## src/rtl/sync_bank.sv

```systemverilog
// Multi-channel single-bit synchroniser bank into the clk_b domain with edge pulses.
// Define SYNC_BANK_FILTER_EN to add a per-channel stability filter (FILT_CYC cycles).
module sync_bank #(
  parameter int              N_CH     = 4,
  parameter int              STAGES   = 2,
  parameter logic [N_CH-1:0] RST_VAL  = '0,
  parameter int              FILT_CYC = 3
) (
  input  logic            clk_b,
  input  logic            rst_b_n,
  input  logic [N_CH-1:0] in_a,
  output logic [N_CH-1:0] out_b,
  output logic [N_CH-1:0] rise_b,
  output logic [N_CH-1:0] fall_b
);

  if (N_CH < 1 || STAGES < 2 || FILT_CYC < 1) begin : g_bad_param
    $error("sync_bank: illegal parameters N_CH=%0d STAGES=%0d FILT_CYC=%0d",
           N_CH, STAGES, FILT_CYC);
  end

  logic [N_CH-1:0] sync_q [STAGES];
  logic [N_CH-1:0] sync_lvl;
  logic [N_CH-1:0] prev_q;

  always_ff @(posedge clk_b or negedge rst_b_n) begin
    if (!rst_b_n) begin
      for (int k = 0; k < STAGES; k++) sync_q[k] <= RST_VAL;
    end else begin
      sync_q[0] <= in_a;
      for (int k = 1; k < STAGES; k++) sync_q[k] <= sync_q[k-1];
    end
  end

  assign sync_lvl = sync_q[STAGES-1];

`ifdef SYNC_BANK_FILTER_EN
  localparam int CW = $clog2(FILT_CYC + 1);

  logic [CW-1:0]   cnt_q [N_CH];
  logic [CW-1:0]   cnt_d [N_CH];
  logic [N_CH-1:0] out_q;
  logic [N_CH-1:0] out_d;

  // A channel only follows sync after FILT_CYC consecutive disagreeing samples;
  // any agreeing sample in between discards the partial count.
  always_comb begin
    out_d = out_q;
    for (int i = 0; i < N_CH; i++) begin
      cnt_d[i] = '0;
      if (sync_lvl[i] != out_q[i]) begin
        if (cnt_q[i] == CW'(FILT_CYC - 1)) out_d[i] = sync_lvl[i];
        else                               cnt_d[i] = cnt_q[i] + 1'b1;
      end
    end
  end

  always_ff @(posedge clk_b or negedge rst_b_n) begin
    if (!rst_b_n) begin
      out_q <= RST_VAL;
      for (int i = 0; i < N_CH; i++) cnt_q[i] <= '0;
    end else begin
      out_q <= out_d;
      for (int i = 0; i < N_CH; i++) cnt_q[i] <= cnt_d[i];
    end
  end

  assign out_b = out_q;
`else
  assign out_b = sync_lvl;
`endif

  // Resetting prev_q to RST_VAL keeps both pulses quiet on the first cycle after release.
  always_ff @(posedge clk_b or negedge rst_b_n) begin
    if (!rst_b_n) prev_q <= RST_VAL;
    else          prev_q <= out_b;
  end

  assign rise_b = out_b & ~prev_q;
  assign fall_b = ~out_b & prev_q;

endmodule
```

## config.mk

```make
export PLATFORM = sky130hd
export DESIGN_NAME = sync_bank
export DESIGN_NICKNAME = d
export VERILOG_FILES = /design/src/rtl/sync_bank.sv
export SDC_FILE = /design/constraint.sdc
export NUM_CORES = 1
export LEC_CHECK = 0
export ABC_AREA = 1
export CAP_MARGIN = 0
export CELL_PAD_IN_SITES_DETAIL_PLACEMENT = 1
export CELL_PAD_IN_SITES_GLOBAL_PLACEMENT = 2
export CORE_AREA = 3 3 52 44
export CTS_CLUSTER_SIZE = 40
export DETAILED_ROUTE_END_ITERATION = 8
export DIE_AREA = 0 0 55 47
export GPL_TIMING_DRIVEN = 0
export PLACE_DENSITY_LB_ADDON = 0.05
export SYNTH_ARGS = -nofsm -noshare
export SYNTH_HDL_FRONTEND = slang
export SYNTH_SLANG_ARGS = --single-unit
```

## constraint.sdc

```tcl
create_clock -name clk_b -period 0.8 [get_ports clk_b]
set_input_delay 0.08 -clock clk_b [delete_from_list [all_inputs] [get_ports clk_b]]
set_output_delay 0.08 -clock clk_b [all_outputs]
set_load 0.01 [all_outputs]
```

# Yosys cells after proc, flatten, opt, wreduce, memory -nomap -nowiden
# Cells that the tools add are included.
[word_totals] reg_bits=12 input_bits=6 out_inout_bits=12 wordCells=7
[classes] bitwise_logic=4
[ops] operator="AND 4 bit" count=2
[ops] operator="NOT 4 bit" count=2

# Logic depth before layout (Yosys ltp)
[logic_depth] word_depth=2 ltp_mapped=2 mapped_depth_nobuf=2

# Worst setup path after synthesis
# Ideal clock, no wire load.
[synth_path] path_kind="register -> output" start="register sync_q, in the netlist out_b[0]" end="output fall_b[0]" arrival_ps=563 t_required_ps=720 setup_slack_ps=157 path_stages_with_launch=2 n_path_buf=0 cell_sequence="dfrtp_1 > nor2_1"
[synth_between] elab_chain_cells=2
[synth_lines] item="from (decl)" line="22" source="logic [N_CH-1:0] sync_q [STAGES];"
[synth_lines] item="NOT 4 bit" line="80" source="assign fall_b = ~out_b & prev_q;"
[synth_lines] item="AND 4 bit" line="80"
[synth_lines] item="to (decl)" line="14" source="output logic [N_CH-1:0] fall_b"
# No other way between the ends.

# Worst setup path in the final report
[layout_path] start="register sync_q, in the netlist out_b[1]" end="output fall_b[1]"
# Same word-level chain as after synthesis.

==> impl_results.md <==
- Outcome: finished with violations
- Failing checks: negative setup slack
- Most common library cell in the layout ignoring fill and taps: dfrtp_1
- RD Place Congestion: approximately 0.56
- Area occupied by multi-input gates: roughly 33 um2
- Maximum net fanout on the critical path: 3
- Hold WS: ~0.18 ns
- Crit path cell chain: buf_6 > nor2_1 > buf_2
- Die footprint: between 2000 and 3000 um2
- Vert. Die Dim: 47 um
- Crit path largest cell delay: around 0.4 ns
- Row cnt: 14
- Warnings, synthesis: 0
- Synth cell types: 4
- Sequential-to-total area share from yosys stat: approximately three quarters
- Top cell type's share of synthesized area: between 70% and 80%
- Clk sinks: 12
- Fmax: 934.7 MHz
- # Max-Cap Violations: 0
- Worst slack, placed: -0.3441 ns
- ANT cells: 0
- Hold Crit Class: in2async
- Post-layout util: around a third
- Die width: approximately 55 um
- Port buffer count: 17
- Comb pwr share: between 10% and 20%
- Crit path DAT: just under 1 ns
- Final Slew Violations: 0
- Drt drc: 0
- Clock root cell: clkbuf_4
- Layout fillers: 215
- Flops & latches, synth: 12
- Max rail drop VDD: ~0.88 mV
- Clock latency on the worst-skew pair: about 0.26 ns
- Syn Area/Cell: 12.20 um2
- Num CTS Buffers: 3
- Share of the clock period used by the worst path: 133.7%
- Clock Skews: between 0.00008 and 0.00009 ns
- DRT Wirelength: roughly 840 um
- Pwr dens: roughly 1800 nW/um2
- Post-Place Cell Area: 590.6 um2
- Clock group share of total power: 29.2%
- Total GRT Usage: under 10%
- Sequential share of power: 56.3%
- Finished Cell Area: between 600 and 700 um2
- Worst slew pin tran: roughly 0.55 ns
- Critical-path top delay cell: dfrtp_1
- Register area: ~300 um2
- Crit path time final: around 1.1 ns
- Net Count, Synth: 38
- Total power draw: approximately 1.2 mW
- Synth top area cells: dfrtp_1 77%, buf_4 7.7%, inv_1 7.7%
- Number of global-route vias before repair: roughly 270
- Number of setup violations in the final report: 12
- CP Buf/Inv Count: 2
- Most frequent cells in the layout: 12 x dfrtp_1, 9 x buf_6, 8 x buf_2, 7 x nor2_1
- Share of cells above drive strength 1: between 50% and 60%
- CP endpoint kind: primary output
- Largest net degree at the start of global routing: 13
- First-pass GRT wire length: around 1.2 mm
- Area Overhead vs Synth: 65.06%
- Leak pwr: 0.3438 nW
- DR pass1 iterations: 2
- Initial Util: between 20% and 30%
- P_int: just over 0.9 mW
- Cells after synthesis: 32
- Post-DP HPWL: about 600 um
- Antenna viol nets, final: 0
- Clk slew on worst S/H paths: 0.07 ns
- Core Footprint: about 1900 um2
- Final setup margin: -0.2699 ns
- Switching power total: between 0.2 and 0.3 mW
- Routed len/inst: 10.22 um
- H-tree depth: 1
- Via/cell ratio: 3.573
- Initial antenna violation count: 0
- CTS tree: done
- Yosys top cell by area: dfrtp_1
- Critical path class: reg2out
- Total count of hold-check failures in the final report: 0
- Slew margin rel.: about 63%
- Hold-fix buffers, CTS: 0
- RSZ-0062 raised after global routing: yes
- Final nets: between 60 and 70
- Switching part of the total: ~22%
- Clock Path Buffers: 2
- CP Launch Type: flop
- CP top delay family: flip-flops
- Grt ovf: 0
- CP required: 0.72 ns
- I/O pin total: 18
- Synthesized area: 390.4 um2
- DRT iter0 DRCs: 1
- Via Count: ~290
==> power groups by stage <==
stage	combinational, mW	clock (mW)	sequential [mW]
2_1_floorplan	0.0479	0	0.662
3_3_place_gp	0.144	0	0.664
3_5_place_dp	0.149	0	0.668
4_1_cts	0.168	0.370	0.653
5_1_grt	0.183	0.409	0.657
6_report	0.168	0.340	0.654
==> layer usage <==
| metal | vias to the layer above | track usage [%] | wire [um] |
|---|---|---|---|
| li1 | 140 | - | - |
| met1 | 143 | 7.797 | 320 |
| met2 | 10 | 12.03 | 453 |
| met3 | 0 | 2.857 | 64 |
| met4 | 0 | 5.825 | 0 |
| met5 | - | 0 | 0 |
==> worst paths after layout <==
path                       cells past startpoint  slack [ns]   endpoint      start
max in group asynchronous                      1        0.26   out_b[1]    rst_b_n
min in group clk_b                             1        0.25  sync_q[7]    in_a[3]
min reg2reg                                    0        0.35   out_b[1]  sync_q[5]
max                                            3       -0.27  fall_b[1]   out_b[1]
min                                            1        0.18   out_b[3]    rst_b_n
max reg2reg                                    2        0.04  prev_q[1]   out_b[1]
==> sequential cells by signal, summed over array words and instances, names as in the netlist <==
| register | count |
|---|---|
| out_b | 4 |
| prev_q | 4 |
| sync_q | 4 |
==> kinds of logic after synthesis <==
logic type,synth area share (%)
simple gates,7.693
buf+inv,15.39
flops,76.92
==> Yosys cell counts <==
library cell  instances
dfrtp_1              12
nor2_1                8
buf_4                 4
inv_1                 8
==> what timing repair did <==
| item | CTS | global route |
|---|---|---|
| setup buffers | 6 | 0 |
| pin swaps | 4 | 0 |
| gates resized for setup | 58 | 5 |
| setup endpoints to repair | 12 | 12 |
==> final cells by class <==
type | instances | share of cell area, %
multi-input cells | 8 | 5.049
plain buffers | 4 | 5.243
flip-flops and latches | 12 | 46.60
clock buffers | 3 | 3.495
repair buffers | 23 | 30.29
well taps | 24 | 4.660
inverters | 8 | 4.660
==> stage by stage <==
stage | TNS, ns | instances
3_3_place_gp | -3.687 | 73
6_report | -2.786 | 82
3_5_place_dp | -4.792 | 73
4_1_cts | -3.007 | 82
5_1_grt | -3.446 | 82
2_1_floorplan | 0 | 32
(Power assumes the default switching activity.)
==> patch 1 (same settings) <==
Build with the macro `SYNC_BANK_FILTER_EN` defined.
--- a/src/rtl/sync_bank.sv
+++ b/src/rtl/sync_bank.sv
@@ -1,4 +1,6 @@
 // Multi-channel single-bit synchroniser bank into the clk_b domain with edge pulses.
 // Define SYNC_BANK_FILTER_EN to add a per-channel stability filter (FILT_CYC cycles).
+`define SYNC_BANK_FILTER_EN
+
 module sync_bank #(
   parameter int              N_CH     = 4,
Behaviour: not the same (a bounded check fails within 4 cycles, from zero or initial values and one cycle with rst_b_n low).
==> patch 1 against the unedited design <==
The run now fails in 5_1_grt. Area after synthesis is 130% higher.
==> patch 1: results (changes against the unedited design) <==
* Pin ending the worst setup path after global-route repair: rise_b[3]
* Nets in the synthesized netlist: 106 (was 38)
* Synth Flop Type: sky130_fd_sc_hd__dfrtp_1 (unchanged)
- The async set-reset flop share out of synthesis came to 100.0% (unchanged).
- Clock root buffer master: sky130_fd_sc_hd__clkbuf_4 (unchanged)
* Number of different library cells in the post-synthesis netlist: 6 (was 4)
- It got as far as 5_1_grt and failed there.
- Number of H-tree levels: 1 (unchanged)
- The weighted congestion at the end of routability-driven global placement is 0.7107 (was 0.5610).
- The warning count from the yosys run came to 0 (unchanged).
* Largest net degree at the start of global routing: 25
* Detailed-placement wirelength estimate: 1.394 mm (was 603 um)
- After the last repair the worst path ends at a top-level output.
* Top cells by count, synth: sky130_fd_sc_hd__nand2_1, sky130_fd_sc_hd__dfrtp_1, sky130_fd_sc_hd__inv_1, sky130_fd_sc_hd__nor2_1, sky130_fd_sc_hd__nand3_1 (was sky130_fd_sc_hd__dfrtp_1, sky130_fd_sc_hd__inv_1, sky130_fd_sc_hd__nor2_1, sky130_fd_sc_hd__buf_4)
- Number of buffers inserted by port buffering: 17 (unchanged)
- The initial antenna violation count is 0.
- Minimum setup slack after placement: -0.5860 ns (was -0.3441 ns)
- The number of buffers created by CTS is 3 (unchanged).
- Post-synthesis register bit count: 24 (was 12)
- The sequential share of the synthesized area is 67.42% (was 76.92%).
- The first error in the log reads "[ERROR DPL-0033] detailed placement checks failed during check placement".
- Top cells by area in the synthesized netlist: sky130_fd_sc_hd__dfrtp_1, sky130_fd_sc_hd__nand2_1, sky130_fd_sc_hd__inv_1, sky130_fd_sc_hd__nor2_1, sky130_fd_sc_hd__nand3_1 (was sky130_fd_sc_hd__dfrtp_1, sky130_fd_sc_hd__buf_4, sky130_fd_sc_hd__inv_1, sky130_fd_sc_hd__nor2_1).
* Outcome: aborted with a tool error (was finished, violations left)
* Maximum clock insertion buffer count: 2 (unchanged)
==> patch 1: changes by cell type after synthesis <==
cell / unedited run / this run
sky130_fd_sc_hd__buf_4: 4 / 0
sky130_fd_sc_hd__dfrtp_1: 12 / 24
sky130_fd_sc_hd__inv_1: 8 / 22
sky130_fd_sc_hd__inv_2: 0 / 2
sky130_fd_sc_hd__nand2_1: 0 / 32
sky130_fd_sc_hd__nand3_1: 0 / 4
sky130_fd_sc_hd__nor2_1: 8 / 16
==> patch 1: timing repair <==
action,in CTS
endpoints found under the setup margin,45
resized for setup,69
setup buffers,12
pin swaps,9
==> patch 1: kinds of logic after synthesis <==
logic type / share of synthesized area (%)
buf+inv: 10.11
flops: 67.42
simple gates: 22.47
==> patch 1: through the flow <==
stage	TNS, ns	std cells	cell area, sq um	util, %	hold WS (ns)
after floorplan	0	100	890.9	-	-0.2156
after global placement	-17.28	141	1091	58.76	0.3330
after detailed placement	-18.18	141	1091	58.76	0.3370
after CTS	-4.907	157	1216	65.50	0.07160
==> patch 2 (same settings) <==
Without the edit above. Put a register stage on the outputs `rise_b` and `fall_b`, without a reset. The values now appear one clock later. The other outputs are not delayed to match.
--- a/src/rtl/sync_bank.sv
+++ b/src/rtl/sync_bank.sv
@@ -77,6 +77,8 @@
   end
 
-  assign rise_b = out_b & ~prev_q;
-  assign fall_b = ~out_b & prev_q;
+  always_ff @(posedge clk_b) begin
+    rise_b <= out_b & ~prev_q;
+    fall_b <= ~out_b & prev_q;
+  end
 
 endmodule
Behaviour: not the same (Yosys sat finds a counterexample within 4 cycles, from zero or initial values and one cycle with rst_b_n low).
==> patch 2 against the unedited design <==
The run still ends with setup timing left. Total power is 44% higher. Sequential cell count is 8 higher. Final area is 24% higher. Synthesized cell count is 25% higher. Wire length is 8.6% higher. Count of clock-buffer cells in the layout stayed put. Area after synthesis is 41% higher. Die area stayed put. Fmax is 18% higher. Critical path depth is 2 lower. Register-to-register slack worse by 0.05 ns. Setup slack better by 0.17 ns. Sequential power is 65% higher. Worst hold slack worse by 0.046 ns.
==> patch 2: results (changes against the unedited design) <==
* Standby leakage power: 0.3981 nW (was 0.3438 nW)
- Via count of the first global-routing pass: 310 (was 274)
- The number of nets in the finished design came to 70 (was 66).
- Failing checks: setup timing (unchanged)
* Number of detailed-route iterations in the first pass: 3 (was 2)
* Worst reg2reg path depth: 4 (was 2)
- Outcome: finished, violations left (unchanged)
- The number of fillers in the final layout was 216 (was 215).
- The number of distinct library cells after synthesis came to 5 (was 4).
- The startpoint of the worst-slack reg-to-reg timing path is out_b[3]$_DFF_PN0_ (was out_b[1]$_DFF_PN0_).
- DRC marker count from the first detailed-route iteration: 2 (was 1)
- The count of placed standard cells including taps came to 81 (was 73).
- The worst setup slack after layout came to -0.1043 ns (was -0.2699 ns).
- Post-synth ARST share: 60.00% (was 100.0%)
- Final weighted congestion in routability-driven placement: 0.5654 (was 0.5610)
- The via total after detailed routing was 315 (was 293).
- The HPWL after detailed placement is 645 um (was 603 um).
* Top cells by count, synth: sky130_fd_sc_hd__dfrtp_1, sky130_fd_sc_hd__dfxtp_1, sky130_fd_sc_hd__inv_1, sky130_fd_sc_hd__nor2_1, sky130_fd_sc_hd__buf_4 (was sky130_fd_sc_hd__dfrtp_1, sky130_fd_sc_hd__inv_1, sky130_fd_sc_hd__nor2_1, sky130_fd_sc_hd__buf_4)
* Nets in the synthesized netlist: 46 (was 38)
* Total global-route track usage: 8.166% (was 7.437%)
- Reg-to-reg setup timing slack: -0.01 ns (was 0.04 ns)
- Clock edge transition at the registers on the reported setup and hold paths: 0.10 ns (was 0.07 ns)
- The maximum fanout count along the critical path is 2 (was 3).
* Overall routed net length: 910 um (was 838 um)
- Register area share after synthesis: 83.64% (was 76.92%)
- Final setup fails: 8 (was 12)
[patch 2: cell count changes after synthesis]
cell                      unedited run  this run
sky130_fd_sc_hd__dfxtp_1             0         8
[patch 2: per-stage QoR]
step	cell area, sq um	util (%)
2_1_floorplan	550.5	-
3_3_place_gp	750.7	40.43
3_5_place_dp	750.7	40.43
4_1_cts	753.2	40.57
5_1_grt	802.0	43.19
6_report	802.0	43.19
[patch 2: metal layers]
layer	routed length, um	track usage, %	up-vias
li1	-	-	153
met1	321	8.184	149
met2	506	14.15	13
met3	82	5.714	0
met4	0	1.456	0
met5	0	0	-
[patch 2: what timing repair did]
item / in CTS / in global routing
pin swaps: 0 / 1
setup endpoints to repair: 12 / 12
buffers inserted: 4 / 2
resized for setup: 56 / 11
[patch 2: logic make-up after synthesis]
family	after synthesis	share of synthesized area (%)
simple gates	8	5.455
flops	20	83.64
buf+inv	12	10.91
[patch 2: how the worst min path moves through the flow]
stage / depth (start not counted) / end / from / slack, ns
after floorplan: 0 / out_b[0]$_DFF_PN0_ / rst_b_n / -0.22
after global placement: 0 / out_b[2]$_DFF_PN0_ / sync_q[6]$_DFF_PN0_ / 0.33
after detailed placement: 0 / out_b[2]$_DFF_PN0_ / sync_q[6]$_DFF_PN0_ / 0.34
after CTS: 1 / prev_q[3]$_DFF_PN0_ / rst_b_n / 0.14
after global routing: 1 / out_b[3]$_DFF_PN0_ / rst_b_n / 0.15
final: 1 / sync_q[4]$_DFF_PN0_ / rst_b_n / 0.13
[patch 2: area by class of cell]
type / instances / area share, %
Clock buffer: 3 / 2.808
Inverter: 8 / 3.744
Multi-Input combinational cell: 8 / 4.680
Sequential cell: 20 / 58.03
Tap cell: 24 / 3.744
Timing Repair Buffer: 23 / 26.99
[patch 2: power groups by stage]
stage / clock (W) / combinational [W] / sequential (W)
after floorplan: 0 / 0.0000342 / 0.00111
after global placement: 0 / 0.000144 / 0.00110
after detailed placement: 0 / 0.000147 / 0.00110
after CTS: 0.000467 / 0.000141 / 0.00108
after global routing: 0.000504 / 0.000179 / 0.00109
final: 0.000433 / 0.000163 / 0.00108
